**config.mk**
```make
export PLATFORM = sky130hd
export DESIGN_NAME = led_playback_sequencer_flat
export DESIGN_NICKNAME = d
export VERILOG_FILES = /design/src/rtl/led_playback_sequencer_if.sv /design/src/rtl/led_playback_sequencer.sv /design/src/flat_wrapper.sv
export SDC_FILE = /design/constraint.sdc
export NUM_CORES = 1
export LEC_CHECK = 0
export ABC_AREA = 1
export BUFFER_PORTS_ARGS = -buffer_cell sky130_fd_sc_hd__buf_2
export CAP_MARGIN = 5
export CORE_MARGIN = 1.5
export CORE_UTILIZATION = 65
export DETAILED_ROUTE_END_ITERATION = 12
export PLACE_DENSITY = 0.86
export REMOVE_ABC_BUFFERS = 1
export SLEW_MARGIN = 10
export SYNTH_ARGS = -nofsm -noshare
export SYNTH_HDL_FRONTEND = slang
export SYNTH_SLANG_ARGS = --single-unit
```
**constraint.sdc**
```tcl
create_clock -name clk -period 5 [get_ports clk]
set_input_delay 0.5 -clock clk [delete_from_list [all_inputs] [get_ports clk]]
set_output_delay 0.5 -clock clk [all_outputs]
set_load 0.005 [all_outputs]
```
**src/rtl/led_playback_sequencer_if.sv**
```systemverilog
// Bundle between the LED playback sequencer and whatever drives it.
// The driving side also supplies the sequence memory read data.
interface led_playback_sequencer_if #(
  parameter int ADDR_WIDTH = 5,
  parameter int DATA_WIDTH = 2
);
  logic                  start;
  logic                  abort;
  logic [ADDR_WIDTH:0]   length;
  logic                  speed;
  logic                  mem_rd;
  logic [ADDR_WIDTH-1:0] mem_addr;
  logic [DATA_WIDTH-1:0] mem_data;
  logic                  led_red;
  logic                  led_green;
  logic                  led_blue;
  logic                  led_yellow;
  logic                  busy;
  logic                  done;

  modport master (
    output start, abort, length, speed, mem_data,
    input  mem_rd, mem_addr, led_red, led_green, led_blue, led_yellow, busy, done
  );

  modport slave (
    input  start, abort, length, speed, mem_data,
    output mem_rd, mem_addr, led_red, led_green, led_blue, led_yellow, busy, done
  );
endinterface

```
**src/rtl/led_playback_sequencer.sv**
```systemverilog
// Plays a stored color sequence on four LEDs: fetch, latch, light for the
// captured on-time, then a dark gap, repeated for each item.
module led_playback_sequencer #(
  parameter int ADDR_WIDTH = 5,
  parameter int DATA_WIDTH = 2,
  parameter int SLOW_ON    = 50_000_000,
  parameter int FAST_ON    = 12_500_000,
  parameter int GAP        = 5_000_000
) (
  input logic                    clk,
  input logic                    rst,
  led_playback_sequencer_if.slave bus
);

  localparam logic [2:0] S_IDLE   = 3'd0;
  localparam logic [2:0] S_FETCH  = 3'd1;
  localparam logic [2:0] S_LATCH  = 3'd2;
  localparam logic [2:0] S_ON     = 3'd3;
  localparam logic [2:0] S_OFF    = 3'd4;
  localparam logic [2:0] S_FINISH = 3'd5;

  localparam int MAX_ON  = (SLOW_ON > FAST_ON) ? SLOW_ON : FAST_ON;
  localparam int MAX_CNT = (MAX_ON > GAP) ? MAX_ON : GAP;
  localparam int TW      = $clog2(MAX_CNT + 1);
  localparam int IW      = ADDR_WIDTH + 1;

  localparam logic [TW-1:0] SLOW_LAST = TW'(SLOW_ON - 1);
  localparam logic [TW-1:0] FAST_LAST = TW'(FAST_ON - 1);
  localparam logic [TW-1:0] GAP_LAST  = TW'(GAP - 1);
  localparam logic [IW-1:0] MAX_LEN   = {1'b1, {ADDR_WIDTH{1'b0}}};

  logic [2:0]            state_q, state_d;
  logic [IW-1:0]         idx_q, idx_d;
  logic [IW-1:0]         len_q, len_d;
  logic [TW-1:0]         timer_q, timer_d;
  logic [TW-1:0]         on_last_q, on_last_d;
  logic [DATA_WIDTH-1:0] color_q, color_d;
  logic [IW-1:0]         idx_inc;

  assign idx_inc = idx_q + IW'(1);

  // Timers count 0..limit-1, so the stored limits are pre-decremented.
  always_comb begin
    state_d   = state_q;
    idx_d     = idx_q;
    len_d     = len_q;
    timer_d   = timer_q;
    on_last_d = on_last_q;
    color_d   = color_q;
    case (state_q)
      S_IDLE: begin
        if (bus.start && !bus.abort) begin
          len_d     = (bus.length > MAX_LEN) ? MAX_LEN : bus.length;
          on_last_d = bus.speed ? FAST_LAST : SLOW_LAST;
          idx_d     = '0;
          timer_d   = '0;
          state_d   = (bus.length == '0) ? S_FINISH : S_FETCH;
        end
      end
      S_FETCH: state_d = S_LATCH;
      S_LATCH: begin
        color_d = bus.mem_data;
        timer_d = '0;
        state_d = S_ON;
      end
      S_ON: begin
        if (timer_q == on_last_q) begin
          timer_d = '0;
          state_d = S_OFF;
        end else begin
          timer_d = timer_q + TW'(1);
        end
      end
      S_OFF: begin
        if (timer_q == GAP_LAST) begin
          timer_d = '0;
          idx_d   = idx_inc;
          state_d = (idx_inc == len_q) ? S_FINISH : S_FETCH;
        end else begin
          timer_d = timer_q + TW'(1);
        end
      end
      S_FINISH: state_d = S_IDLE;
      default:  state_d = S_IDLE;
    endcase
    // Abort drops straight to idle, skipping the done pulse.
    if (state_q != S_IDLE && bus.abort) begin
      state_d = S_IDLE;
    end
  end

  always_ff @(posedge clk) begin
    if (rst) begin
      state_q   <= S_IDLE;
      idx_q     <= '0;
      len_q     <= '0;
      timer_q   <= '0;
      on_last_q <= '0;
      color_q   <= '0;
    end else begin
      state_q   <= state_d;
      idx_q     <= idx_d;
      len_q     <= len_d;
      timer_q   <= timer_d;
      on_last_q <= on_last_d;
      color_q   <= color_d;
    end
  end

  assign bus.mem_rd     = (state_q == S_FETCH);
  assign bus.mem_addr   = idx_q[ADDR_WIDTH-1:0];
  assign bus.busy       = (state_q != S_IDLE);
  assign bus.done       = (state_q == S_FINISH);
  assign bus.led_red    = (state_q == S_ON) && (color_q == DATA_WIDTH'(0));
  assign bus.led_green  = (state_q == S_ON) && (color_q == DATA_WIDTH'(1));
  assign bus.led_blue   = (state_q == S_ON) && (color_q == DATA_WIDTH'(2));
  assign bus.led_yellow = (state_q == S_ON) && (color_q == DATA_WIDTH'(3));

endmodule

```
**src/flat_wrapper.sv**
```systemverilog
// flat-port wrapper written by rule: the top's interface ports become plain ports
module led_playback_sequencer_flat 
#(
  parameter int ADDR_WIDTH = 5,
  parameter int DATA_WIDTH = 2,
  parameter int SLOW_ON    = 50_000_000,
  parameter int FAST_ON    = 12_500_000,
  parameter int GAP        = 5_000_000
)
  (clk, rst, bus_start, bus_abort, bus_length, bus_speed, bus_mem_data, bus_mem_rd, bus_mem_addr, bus_led_red, bus_led_green, bus_led_blue, bus_led_yellow, bus_busy, bus_done);
  led_playback_sequencer_if #(.ADDR_WIDTH(ADDR_WIDTH), .DATA_WIDTH(DATA_WIDTH)) bus_i ();
  input logic clk;
  input logic rst;
  input wire logic [$bits(bus_i.start)-1:0] bus_start;
  input wire logic [$bits(bus_i.abort)-1:0] bus_abort;
  input wire logic [$bits(bus_i.length)-1:0] bus_length;
  input wire logic [$bits(bus_i.speed)-1:0] bus_speed;
  input wire logic [$bits(bus_i.mem_data)-1:0] bus_mem_data;
  output wire logic [$bits(bus_i.mem_rd)-1:0] bus_mem_rd;
  output wire logic [$bits(bus_i.mem_addr)-1:0] bus_mem_addr;
  output wire logic [$bits(bus_i.led_red)-1:0] bus_led_red;
  output wire logic [$bits(bus_i.led_green)-1:0] bus_led_green;
  output wire logic [$bits(bus_i.led_blue)-1:0] bus_led_blue;
  output wire logic [$bits(bus_i.led_yellow)-1:0] bus_led_yellow;
  output wire logic [$bits(bus_i.busy)-1:0] bus_busy;
  output wire logic [$bits(bus_i.done)-1:0] bus_done;
  assign bus_i.start = bus_start;
  assign bus_i.abort = bus_abort;
  assign bus_i.length = bus_length;
  assign bus_i.speed = bus_speed;
  assign bus_i.mem_data = bus_mem_data;
  assign bus_mem_rd = bus_i.mem_rd;
  assign bus_mem_addr = bus_i.mem_addr;
  assign bus_led_red = bus_i.led_red;
  assign bus_led_green = bus_i.led_green;
  assign bus_led_blue = bus_i.led_blue;
  assign bus_led_yellow = bus_i.led_yellow;
  assign bus_busy = bus_i.busy;
  assign bus_done = bus_i.done;
  led_playback_sequencer #(.ADDR_WIDTH(ADDR_WIDTH), .DATA_WIDTH(DATA_WIDTH), .SLOW_ON(SLOW_ON), .FAST_ON(FAST_ON), .GAP(GAP)) u_core (.clk(clk), .rst(rst), .bus(bus_i));
endmodule
```
==> reports/results.ini <==
[cts]
cts_resized=0
clock_tree.root_cell=clkbuf_8
ctsHtreeMaxLevel=2
cts.sinks=46
postCtsHoldBufs=0
insertion_delay_ns=0.30
cts_made_buffers=5
cts_setup_buffers=0
cts_buffer_depth=2
cts_tree=done
clk_transition_reported_paths_ns=0.09

[synthesis]
synth_seq_cells=46
ys_top_cells_by_count=nand2_1, inv_1, nor2_1, dfxtp_1, nand3_1
number_of_synthesized_flops_with_an_enable_pin=0
yosys_warnings=0
yosysTopAreaCellShare=0.2932
synth-async-reset-ratio=0
post-synth-top-area-cell=dfxtp_1
synthesis.area_um2=3141
yosysMostFrequentCell=nand2_1
sequential_share_of_the_synthesized_area=0.2932
ys_dominant_reg_cell=dfxtp_1
avgSynthCellArea_um2=5.959
synth.lib_cells_used.distinct=36
synthesized_instance_count=527
synthTopCellsByArea=dfxtp_1, nand2_1, inv_1

[sta]
worst_clock_skew_ns=0.008411
hold_viol_final=0
min_period_ns=2.163
fin_ws_ns=2.837
post-route-period-util=0.4327
hold_slack_ns=0.4538
timing.final.setup_violations=0
drv_slew=0
fmaxAchievable_mhz=462.2
fin_setup_tns_ns=0
max_slew_margin=0.4093
rsz0062_at_grt=false
worst-slew-pin-transition_ns=0.8828

[worst_setup_path]
timing.critical_path.fanout_max=8
r2r_end=u_core.timer_q[5]$_SDFFE_PP0P_
timing.critical_path.cells=inv_1, nor2_1, inv_1, nor2_2, inv_1, nor3_1, buf_2
worst_ep_arrival_time_ns=1.66
worst-r2r-setup-slack_ns=2.86
cp_common_cell=inv_1
timing.setup.critical_path_class=flop to output port
critical_path.slowest_cell=nor2_2
regToRegStartpoint=u_core.state_q[0]$_SDFFE_PP0P_
worst-endpoint-required_ns=4.50
endpoint_kind=output port
critical_path_launch_point_type=flop
cpPeakStageDelay_ns=0.33
worst_r2r_path_depth=9

[status]
run_status=finished, final reports clean

[route]
via_density=5.535
antenna_violating_nets_post_route=0
detailroute.via_count=3310
totalWireLength_mm=7.889
drt_drc_violations_left=0
wl_per_cell_um=13.19
dr.first_iter.drc_count=283
drtPass1Iterations=8

[hold_path]
min_from=bus_length[3]
hold_path_end=u_core.len_q[3]$_SDFFE_PP0P_
hold_path_class=input port to flop
whs_path_depth=3

[placement]
place_hpwl_mm=5.925
place_worst_setup_slack_ns=2.877
io_buffer_count=24
gp_congestion=0.9877
place_area_um2=3243

[power_and_ir_drop]
static-leakage-power_nw=1.512
worst_ir_drop_vdd_v=0.0002278
power.density_nw_per_um2=286.1

[job]
drv_cap=0

[floorplan]
floorplan.core_area_um2=4692
start_util=0.6693
floorplan.die.height_um=72.51
die_width_um=72.51
floorplan.io_pins=25
die_area_um2=5258
placementRows=25

[global_route]
globalRoute.totalOverflow=0
antenna_found_initial=0
grt_start_max_net_pins=27
grt_pass1_wl_mm=13.35
number_of_global_route_vias_before_repair=3026
grt_usage=0.3221

[final_layout]
final_design_area_no_fill_um2=3353
area.growth.synth_to_final_pct=6.773
diodes=0
final_util=0.7147
drive_gt1_frac=0.1011
finalNetCount=558

[kinds of logic after synthesis]
group	after synthesis	share of synthesized area
AO/OA/AOI/OAI	65	0.1175
AND/OR/NAND/NOR	303	0.4191
adder cells (fa/ha/maj)	2	0.007967
buffers and inverters	99	0.1287
XOR/XNOR	12	0.03347
flip-flops	46	0.2932
[layout by cell type, fill, tap and decap left out, types with 2 or more instances in the layout]
master / instances
nand2_1: 155
inv_1: 79
nor2_1: 64
dfxtp_1: 46
nand3_1: 35
a21oi_1: 28
buf_2: 24
o21ai_0: 22
nor3_1: 16
xor2_1: 11
nand4_1: 9
nand2_2: 6
clkbuf_8: 5
nor2_2: 4
inv_2: 3
nand3_2: 3
nand3b_1: 3
o211ai_1: 3
o21ai_1: 2
nand2_4: 2
or2_2: 2
o31ai_1: 2
a211oi_1: 2
a31oi_1: 2
a21o_1: 2
ha_1: 2
[sequential cells by signal, summed over array words and instances, names as in the netlist]
register,count
u_core.idx_q,6
u_core.timer_q,26
u_core.state_q,3
u_core.on_last_q,3
u_core.color_q,2
u_core.len_q,6
[critical path: cells and delay by family, from the launching register on]
kind,cells,cell delay (ns)
flip-flops,1,0.32
buffers and inverters,4,0.44
AND/OR/NAND/NOR,3,0.61
[worst max path at each step]
stage                                       to  depth (start not counted)  slack (ns)                            from
3_5_place_dp    u_core.timer_q[5]$_SDFFE_PP0P_                          9        2.88  u_core.state_q[0]$_SDFFE_PP0P_
3_3_place_gp    u_core.timer_q[5]$_SDFFE_PP0P_                          9        2.98  u_core.state_q[0]$_SDFFE_PP0P_
2_1_floorplan  u_core.timer_q[10]$_SDFFE_PP0P_                          8        3.16  u_core.state_q[0]$_SDFFE_PP0P_
4_1_cts                         bus_led_yellow                          7        2.84  u_core.state_q[1]$_SDFFE_PP0P_
6_report                          bus_led_blue                          7        2.84  u_core.state_q[1]$_SDFFE_PP0P_
5_1_grt         u_core.timer_q[7]$_SDFFE_PP0P_                          9        2.55  u_core.state_q[0]$_SDFFE_PP0P_
[per-layer routing]
metal / routed length [µm] / track usage / vias up
met4: 201 / 0.1363 / 0
li1: - / - / 1678
met1: 3413 / 0.3836 / 1487
met2: 3880 / 0.5823 / 128
met5: 0 / 0 / -
met3: 394 / 0.03889 / 17
[final cells by class]
cell class / instances / area, µm²
fill: 409 / 1339
multi-input combinational: 382 / 1815
clock inverter: 2 / 37.54
inverter: 83 / 311.5
sequential: 46 / 920.9
timing repair buffer: 25 / 127.6
tap: 54 / 67.56
clock buffer: 6 / 72.57
[per-stage QoR]
step | cells | power (mW)
after global placement | 590 | 0.6762
final | 598 | 0.9592
after floorplan | 511 | 0.5938
after detailed placement | 590 | 0.6848
after CTS | 598 | 0.9593
after global routing | 598 | 1.017
[power by group]
part           switching (mW)  total, mW  internal, mW
logic                   0.183      0.261        0.0779
registers              0.0269      0.420         0.393
clock network           0.129      0.279         0.149
total                   0.339      0.959         0.620
(Power assumes the default switching activity.)
